===== src/rtl/pipelined_cla_addsub_pkg.sv =====
// Shared constants for the pipelined carry-lookahead add/subtract unit.
package pipelined_cla_addsub_pkg;

   localparam logic OP_ADD        = 1'b0;
   localparam logic OP_SUB        = 1'b1;
   localparam int   DEFAULT_GROUP = 4;
   localparam int   DEFAULT_WIDTH = 16;

endpackage


===== src/rtl/pipelined_cla_addsub_cla_group.sv =====
// GROUP-bit combinational carry-lookahead block; every carry is a flat
// sum-of-products of g/p/cin so no carry waits on a lower carry.
module cla_group #(
   parameter int GROUP = 4
) (
   input  logic [GROUP-1:0] a,
   input  logic [GROUP-1:0] b,
   input  logic             cin,
   output logic [GROUP-1:0] sum,
   output logic             cout,
   output logic             gp,
   output logic             gg
);

   logic [GROUP-1:0] p;
   logic [GROUP-1:0] g;
   logic [GROUP:0]   gen;
   logic [GROUP:0]   prop;
   logic [GROUP:0]   c;

   always_comb begin
      logic t;
      t    = 1'b0;
      p    = a ^ b;
      g    = a & b;
      gen  = '0;
      prop = '0;
      c    = '0;
      // gen[i]: carry into bit i generated inside the group; prop[i]: cin passes to bit i
      for (int i = 0; i <= GROUP; i++) begin
         prop[i] = 1'b1;
         for (int m = 0; m < i; m++) prop[i] = prop[i] & p[m];
         for (int j = 0; j < i; j++) begin
            t = g[j];
            for (int m = j + 1; m < i; m++) t = t & p[m];
            gen[i] = gen[i] | t;
         end
         c[i] = gen[i] | (prop[i] & cin);
      end
      sum  = p ^ c[GROUP-1:0];
      cout = c[GROUP];
      gp   = prop[GROUP];
      gg   = gen[GROUP];
   end

endmodule


===== src/rtl/pipelined_cla_addsub.sv =====
// Skewed-pipeline add/subtract: stage k resolves bit group k, carrying the
// untouched operand bits and finished sum bits along with the data.
module pipelined_cla_addsub
   import pipelined_cla_addsub_pkg::*;
#(
   parameter int WIDTH = DEFAULT_WIDTH,
   parameter int GROUP = DEFAULT_GROUP
) (
   input  logic             clk,
   input  logic             reset,
   input  logic             in_valid,
   output logic             in_ready,
   input  logic [WIDTH-1:0] A,
   input  logic [WIDTH-1:0] B,
   input  logic             op,
   input  logic             cin,
   output logic             out_valid,
   input  logic             out_ready,
   output logic [WIDTH-1:0] Sum,
   output logic             cout,
   output logic             ovf,
   output logic             zero
);

   localparam int STAGES = WIDTH / GROUP;
   localparam int L      = STAGES - 1;

   logic [STAGES-1:0]            vld_q, vld_d, c_q, c_d;
   logic [STAGES-1:0][WIDTH-1:0] a_q, a_d, b_q, b_d, s_q, s_d;
   logic                         ovf_q, ovf_d, zero_q, zero_d;

   logic [STAGES-1:0]            v_in, c_in, grp_c, grp_p, grp_g;
   logic [STAGES-1:0][WIDTH-1:0] a_in, b_in, s_in;
   logic [STAGES-1:0][GROUP-1:0] grp_s;
   logic                         stall;
   logic                         unused_bits;

   assign stall     = vld_q[L] & ~out_ready;
   assign in_ready  = ~stall;
   assign out_valid = vld_q[L];
   assign Sum       = s_q[L];
   assign cout      = c_q[L];
   assign ovf       = ovf_q;
   assign zero      = zero_q;

   genvar k;
   generate
      for (k = 0; k < STAGES; k++) begin : g_stage
         if (k == 0) begin : g_head
            // subtract folds into add: A + ~B + ~cin
            assign v_in[k] = in_valid;
            assign a_in[k] = A;
            assign b_in[k] = (op == OP_SUB) ? ~B : B;
            assign c_in[k] = (op == OP_SUB) ? ~cin : cin;
            assign s_in[k] = '0;
         end else begin : g_body
            assign v_in[k] = vld_q[k-1];
            assign a_in[k] = a_q[k-1];
            assign b_in[k] = b_q[k-1];
            assign c_in[k] = c_q[k-1];
            assign s_in[k] = s_q[k-1];
         end
         cla_group #(.GROUP(GROUP)) u_grp (
            .a    (a_in[k][k*GROUP +: GROUP]),
            .b    (b_in[k][k*GROUP +: GROUP]),
            .cin  (c_in[k]),
            .sum  (grp_s[k]),
            .cout (grp_c[k]),
            .gp   (grp_p[k]),
            .gg   (grp_g[k])
         );
      end
   endgenerate

   // operand bits already consumed and the last stage's copy are dead ends
   assign unused_bits = ^{a_in, b_in, a_q[L], b_q[L], grp_p, grp_g};

   always_comb begin
      vld_d  = vld_q;
      c_d    = c_q;
      a_d    = a_q;
      b_d    = b_q;
      s_d    = s_q;
      ovf_d  = ovf_q;
      zero_d = zero_q;
      if (!stall) begin
         for (int i = 0; i < STAGES; i++) begin
            vld_d[i] = v_in[i];
            c_d[i]   = grp_c[i];
            a_d[i]   = a_in[i];
            b_d[i]   = b_in[i];
            s_d[i]   = s_in[i];
            s_d[i][i*GROUP +: GROUP] = grp_s[i];
         end
         ovf_d  = (a_in[L][WIDTH-1] == b_in[L][WIDTH-1]) &&
                  (s_d[L][WIDTH-1] != a_in[L][WIDTH-1]);
         zero_d = (s_d[L] == '0);
      end
   end

   always_ff @(posedge clk) begin
      if (reset) begin
         vld_q  <= '0;
         c_q    <= '0;
         a_q    <= '0;
         b_q    <= '0;
         s_q    <= '0;
         ovf_q  <= 1'b0;
         zero_q <= 1'b0;
      end else begin
         vld_q  <= vld_d;
         c_q    <= c_d;
         a_q    <= a_d;
         b_q    <= b_d;
         s_q    <= s_d;
         ovf_q  <= ovf_d;
         zero_q <= zero_d;
      end
   end

endmodule


===== config.mk =====
export PLATFORM = sky130hd
export DESIGN_NAME = pipelined_cla_addsub
export DESIGN_NICKNAME = d
export VERILOG_FILES = /design/src/rtl/pipelined_cla_addsub_pkg.sv /design/src/rtl/pipelined_cla_addsub_cla_group.sv /design/src/rtl/pipelined_cla_addsub.sv
export SDC_FILE = /design/constraint.sdc
export NUM_CORES = 1
export LEC_CHECK = 0
export CELL_PAD_IN_SITES_DETAIL_PLACEMENT = 2
export CELL_PAD_IN_SITES_GLOBAL_PLACEMENT = 2
export CORE_AREA = 8 8 112 140
export DETAILED_ROUTE_END_ITERATION = 6
export DIE_AREA = 0 0 120 148
export PLACE_DENSITY_LB_ADDON = 0.1
export SLEW_MARGIN = 5
export SYNTH_ARGS = -nofsm -noshare
export SYNTH_HDL_FRONTEND = slang
export SYNTH_SLANG_ARGS = --single-unit

===== constraint.sdc =====
create_clock -name clk -period 2.1 [get_ports clk]
set_input_delay 0.315 -clock clk [delete_from_list [all_inputs] [get_ports clk]]
set_output_delay 0.315 -clock clk [all_outputs]
set_load 0.02 [all_outputs]

Word level (Yosys, flattened, before mapping)
Index checks and enable logic that the tools add are counted.
{"block": "op_classes", "n_bitwise": 109, "n_mux": 2, "eq_ne": 2, "n_reduce_logical": 2}
{"operator": "1-bit AND", "n": 53}
{"operator": "1-bit OR", "n": 40}
{"operator": "4-bit XOR", "n": 8}
{"operator": "4-bit AND", "n": 4}
{"operator": "16-bit zero test", "n": 1}
{"operator": "16-bit 2-to-1 mux", "n": 1}
{"operator": "16-bit inverter", "n": 1}
{"operator": "1-bit inverter", "n": 3}
{"operator": "1-bit == test", "n": 1}
{"operator": "1-bit logical AND", "n": 1}
{"operator": "1-bit 2-to-1 mux", "n": 1}
{"operator": "1-bit != test", "n": 1}
{"block": "word_totals", "reg_bits": 146, "input_bits": 38, "output_inout_bits": 21, "word_cells": 129}

Longest topological paths before layout
{"block": "logic_depth", "depth_word": 10, "ltp_mapped": 8, "depth_no_buf": 6}

Hierarchy
Synthesis repeated with hierarchy kept, for this count alone.
{"block": "unflattened", "cells_unflattened": 536, "area_unflattened_um2": 4439.3}
{"module": "pipelined_cla_addsub", "area_per_inst_um2": 3706.1, "n_inst": 1, "cells_each": 440, "seq_area_each_um2": 1961.9}
{"module": "cla_group (g_stage[2].u_grp ...)", "area_per_inst_um2": 185.2, "n_inst": 2, "cells_each": 24, "seq_area_each_um2": 0.0}
{"module": "cla_group (g_stage[0].u_grp ...)", "area_per_inst_um2": 181.4, "n_inst": 2, "cells_each": 24, "seq_area_each_um2": 0.0}

Worst setup path before layout
Ideal clock, no wire load.
{"block": "synth_path", "path_type": "input port to flip-flop", "start": "input port op", "end": "register c_q[0]", "path_slack_ps": 335, "cell_stages": 8, "t_arrival_ps": 1641, "n_path_buf": 2, "setup_ps": 124, "required_time_ps": 1976, "cell_sequence": "buf_4 buf_2 xor2_1 ha_1 a21oi_1 o21ai_2 a21oi_1 o21ai_0"}
{"block": "synth_via", "elab_chain_cells": 9, "word_cells_on_any_way": 18, "cone_classes": "mux: 2; bitwise: 16"}
{"item": "start, declared", "line": "pipelined_cla_addsub.sv:15", "source": "input logic op,"}
{"item": "16-bit 2-to-1 mux", "line": "pipelined_cla_addsub.sv:53", "source": "assign b_in[k] = (op == OP_SUB) ? ~B : B;"}
{"item": "4-bit AND / 4-bit XOR (equally long branches)", "line": "pipelined_cla_addsub_cla_group.sv:25, pipelined_cla_addsub_cla_group.sv:24"}
{"item": "1-bit AND (3 in a row)", "line": "pipelined_cla_addsub_cla_group.sv:35", "source": "for (int m = j + 1; m < i; m++) t = t & p[m];"}
{"item": "1-bit OR (3 in a row)", "line": "pipelined_cla_addsub_cla_group.sv:36", "source": "gen[i] = gen[i] | t;"}
{"item": "1-bit OR (*)", "line": "pipelined_cla_addsub_cla_group.sv:38", "source": "c[i] = gen[i] | (prop[i] & cin);"}
{"item": "end signal, assigned", "line": "pipelined_cla_addsub.sv:104", "source": "c_q <= '0;"}
{"item": "end signal, assigned", "line": "pipelined_cla_addsub.sv:112", "source": "c_q <= c_d;"}
{"item": "end, declared", "line": "pipelined_cla_addsub.sv:28", "source": "logic [STAGES-1:0] vld_q, vld_d, c_q, c_d;"}
Mark *: on every way between the ends. The rest lies on a longest branch, timed or not.
A chain may end at the register's enable or synchronous reset.

Worst setup path in the final report
{"block": "layout_path", "start": "input port op", "end": "register s_q, in the netlist s_in[17]"}
{"block": "layout_via", "elab_chain_cells": 5, "word_cells_on_any_way": 7, "cone_classes": "mux: 2; bitwise: 5"}
{"item": "16-bit 2-to-1 mux", "line": "pipelined_cla_addsub.sv:53"}
{"item": "4-bit XOR", "line": "pipelined_cla_addsub_cla_group.sv:24", "source": "p = a ^ b;"}
{"item": "1-bit AND", "line": "pipelined_cla_addsub_cla_group.sv:38"}
{"item": "1-bit OR", "line": "pipelined_cla_addsub_cla_group.sv:38"}
{"item": "4-bit XOR (*)", "line": "pipelined_cla_addsub_cla_group.sv:40", "source": "sum = p ^ c[GROUP-1:0];"}
{"item": "end signal, assigned", "line": "pipelined_cla_addsub.sv:107", "source": "s_q <= '0;"}
{"item": "end signal, assigned", "line": "pipelined_cla_addsub.sv:115", "source": "s_q <= s_d;"}
{"item": "end, declared", "line": "pipelined_cla_addsub.sv:29", "source": "logic [STAGES-1:0][WIDTH-1:0] a_q, a_d, b_q, b_d, s_q, s_d;"}
Marked as above.

==> results.sh <==
export IMPL_outcome="finished, final reports clean"
export IMPL_final_antenna_net_count=0
export IMPL_number_of_buffers_added_on_ports=58
export IMPL_nets=614
export IMPL_worst_case_clock_skew_ns=0.004881
export IMPL_antenna_diodes=0
export IMPL_worstSetupEndpointType="flop"
export IMPL_timing_slew_headroom_pct=67.11
export IMPL_grt_pass1_wl_um=19550
export IMPL_final_hold_violation_count=0
export IMPL_timing_critical_path_arrival_ns=2.05
export IMPL_critical_path_required_ns=2.37
export IMPL_path_class="in -> reg"
export IMPL_worst_setup_hold_path_clk_slew_ns=0.06
export IMPL_timing_worst_slew_pin_value_ns=0.4927
export IMPL_post_synth_cell_area_avg_um2=8.222
export IMPL_drc=0
export IMPL_cells_along_the_critical_path="clkdlybuf4s50_1, xor2_1, inv_1, fa_1, xnor2_1, nand2_1, a21oi_1"
export IMPL_synth_area_mux_share_pct=0
export IMPL_crit_buf_inv=2
export IMPL_worst_path_dominant_cell_family="buffers and inverters"
export IMPL_route_vias_total=3592
export IMPL_p_leak_nw=2.003
export IMPL_grt_use_total_pct=13.51
export IMPL_proportion_of_layout_cells_with_a_drive_suffix_above_1_pct=5.893
export IMPL_clk_path_buf_depth=2
export IMPL_rows=48
export IMPL_cpPeakStageDelay_ns=0.61
export IMPL_worst_skew_late_latency_ns=0.34
export IMPL_number_of_global_route_vias_before_repair=3983
export IMPL_count_of_synthesis_stage_warnings_from_yosys=0
export IMPL_synthToLayoutAreaGrowth_pct=24.45
export IMPL_asyncSetResetFlopFracSynth_pct=0
export IMPL_tns_ns=0
export IMPL_number_of_max_cap_violations=0
export IMPL_gp_congestion=0.7369
export IMPL_synth_top_family_by_area="simple AND/OR/NAND/NOR gates"
export IMPL_synthTopCellsByArea="dfxtp_1 (47%), nand2_1 (12%), a21oi_1 (8.9%)"
export IMPL_yosys_cell_types_count=37
export IMPL_cts_root_buffer_cell="clkbuf_16"
export IMPL_post_synth_xor_area_fraction_pct=5.211
export IMPL_postSynthCellCount=511
export IMPL_cts_repair_resized=0
export IMPL_synth_seq_area_share_pct=46.69
export IMPL_filler_cell_count=1553
export IMPL_max_freq_ghz=0.5600
export IMPL_timing_max_transition_violations_final=0
export IMPL_floorplan_initialDensity_pct=31.09
export IMPL_grt_antenna_before_repair=0
export IMPL_power_ir_vdd_worst_uv=300.8
export IMPL_die_area_um2=17760
export IMPL_wirelength_um=11520
export IMPL_post_layout_total_power_w=0.004112
export IMPL_yosys_area_share_simple_pct=19.57
export IMPL_setup_viol=0
export IMPL_ys_dominant_reg_cell="dfxtp_1"
export IMPL_post_synth_instance_area_um2=4202
export IMPL_area_of_the_multi_input_gates_um2=2029
export IMPL_viasPerCell=4.887
export IMPL_yosysMostFrequentCell="nand2_1"
export IMPL_wl_per_cell_um=15.67
export IMPL_core_um2=13510
export IMPL_critical_path_peak_fanout=5
export IMPL_timing_final_crit_share_pct=85.03
export IMPL_adder_cell_fraction_of_synth_area_pct=6.671
export IMPL_grt_max_degree=96
export IMPL_floorplan_die_width_um=120
export IMPL_sequential_cell_area_um2=1962
export IMPL_cts_num_sinks=98
export IMPL_top_level_ports=59
export IMPL_fin_ws_ns=0.3144
export IMPL_final_util_pct=38.69
export IMPL_die_height_um=148
export IMPL_min_period_ns=1.786
export IMPL_synth_top_cells_by_count="nand2_1 (139), dfxtp_1 (98), a21oi_1 (75)"
export IMPL_cts_htree_levels=3
export IMPL_yosys_area_top_type_share_pct=46.69
export IMPL_syn_num_nets=569
export IMPL_cts_inserted_buffers=9
export IMPL_grt_remaining_overflow=0
export IMPL_synth_compound_area_share_pct=16.68
export IMPL_cts_hold_buffers_added=0
export IMPL_post_cts_setup_buffer_count=0
export IMPL_powerDensity_nw_per_um2=786.5
export IMPL_drt_first_iter_violations=119
export IMPL_count_of_flip_flops_with_a_built_in_enable_after_synthesis=0
export IMPL_hpwl_um=7972
export IMPL_yosys_area_top_type="dfxtp_1"
export IMPL_slowest_stage="clkdlybuf4s50_1"
export IMPL_first_pass_iters=4
export IMPL_ys_seq_elements=98
export IMPL_class_of_the_tightest_hold_or_removal_check="reg -> reg"
export IMPL_worstSetupStartpointType="input port"
export IMPL_cts_tree="built"
export IMPL_grt_setup_unrepaired="no"
export IMPL_dp_slack_ns=-0.06262
[cell families after synthesis]
family | Yosys count
AOI/OAI and AO/OA | 120
xor gates and xnor gates | 25
adders and majority gates | 20
buffers and inverters | 51
DFF | 98
and+or+nand+nor | 197
[cell usage in the layout, fill, tap and decap left out, drive strengths merged, types with 2 or more instances in the layout]
master	instances
a31oi	4
a221oi	2
fa	4
xor2	6
clkbuf	10
xnor2	19
a21oi	75
nor2	25
and2	2
clkinv	4
buf	14
nand2	139
a2bb2oi	2
inv	15
nor3	4
nand3	11
dfxtp	98
o21ai	11
nand3b	3
nor4	2
clkdlybuf4s50	56
a21o	4
nor4b	5
ha	16
and3	2
a211oi	17
[worst register-to-register path: stages, from the launching register on]
cell and delay (ns):
dfxtp_1 0.34, ha_1 0.32, a21o_1 0.20, a211o_1 0.33, a2111oi_2 0.37, a21o_1 0.16
[final cells by class]
class / count / share of cell area [%]
clock buffers: 10 / 4.379
clock inverters: 5 / 0.5982
inverters: 15 / 1.101
multi-input cells: 362 / 38.81
flip-flops and latches: 98 / 37.52
well taps: 175 / 4.188
repair buffers: 70 / 13.40
[routing by layer]
layer  part of all wire [%]  global-route usage [%]  wire length [um]  up-vias
met5                      0                       0                 0        -
met4                    1.3                   4.508               155        0
met3                    3.3                   2.939               378       14
met2                     52                   24.70              6028       39
met1                     43                   15.04              4959     1745
li1                       -                       -                 -     1794
[final timing paths]
path	cells after the start	endpoint	startpoint	slack (ns)
worst max-delay path	7	s_in[17]	op	0.31
worst min-delay path	2	Sum[3]	Sum[3]	0.45
worst max register to register	5	zero	a_in[60]	0.32
worst min register to register	2	Sum[3]	Sum[3]	0.45
[where the power goes]
part           total (W)  leakage, nW  internal, W  switching (W)
clock            0.00151        0.128     0.000796       0.000712
sequential       0.00206        0.806      0.00199      0.0000784
combinational   0.000541         1.07     0.000266       0.000275
[sequential cells by signal, indices dropped and copies added, names as in the netlist]
signal / flops
s_in: 24
c_q: 4
ovf: 1
b_in: 24
zero: 1
Sum: 16
a_in: 24
vld_q: 4
[metrics by stage]
stage	cell area [um2]	std cells	hold slack, ns
after floorplan	4202	511	0.4321
after global placement	4969	720	0.4385
after detailed placement	4969	720	0.4466
after CTS	5229	735	0.4567
after global routing	5229	735	0.4748
final	5229	735	0.4539
(Power assumes the default switching activity.)
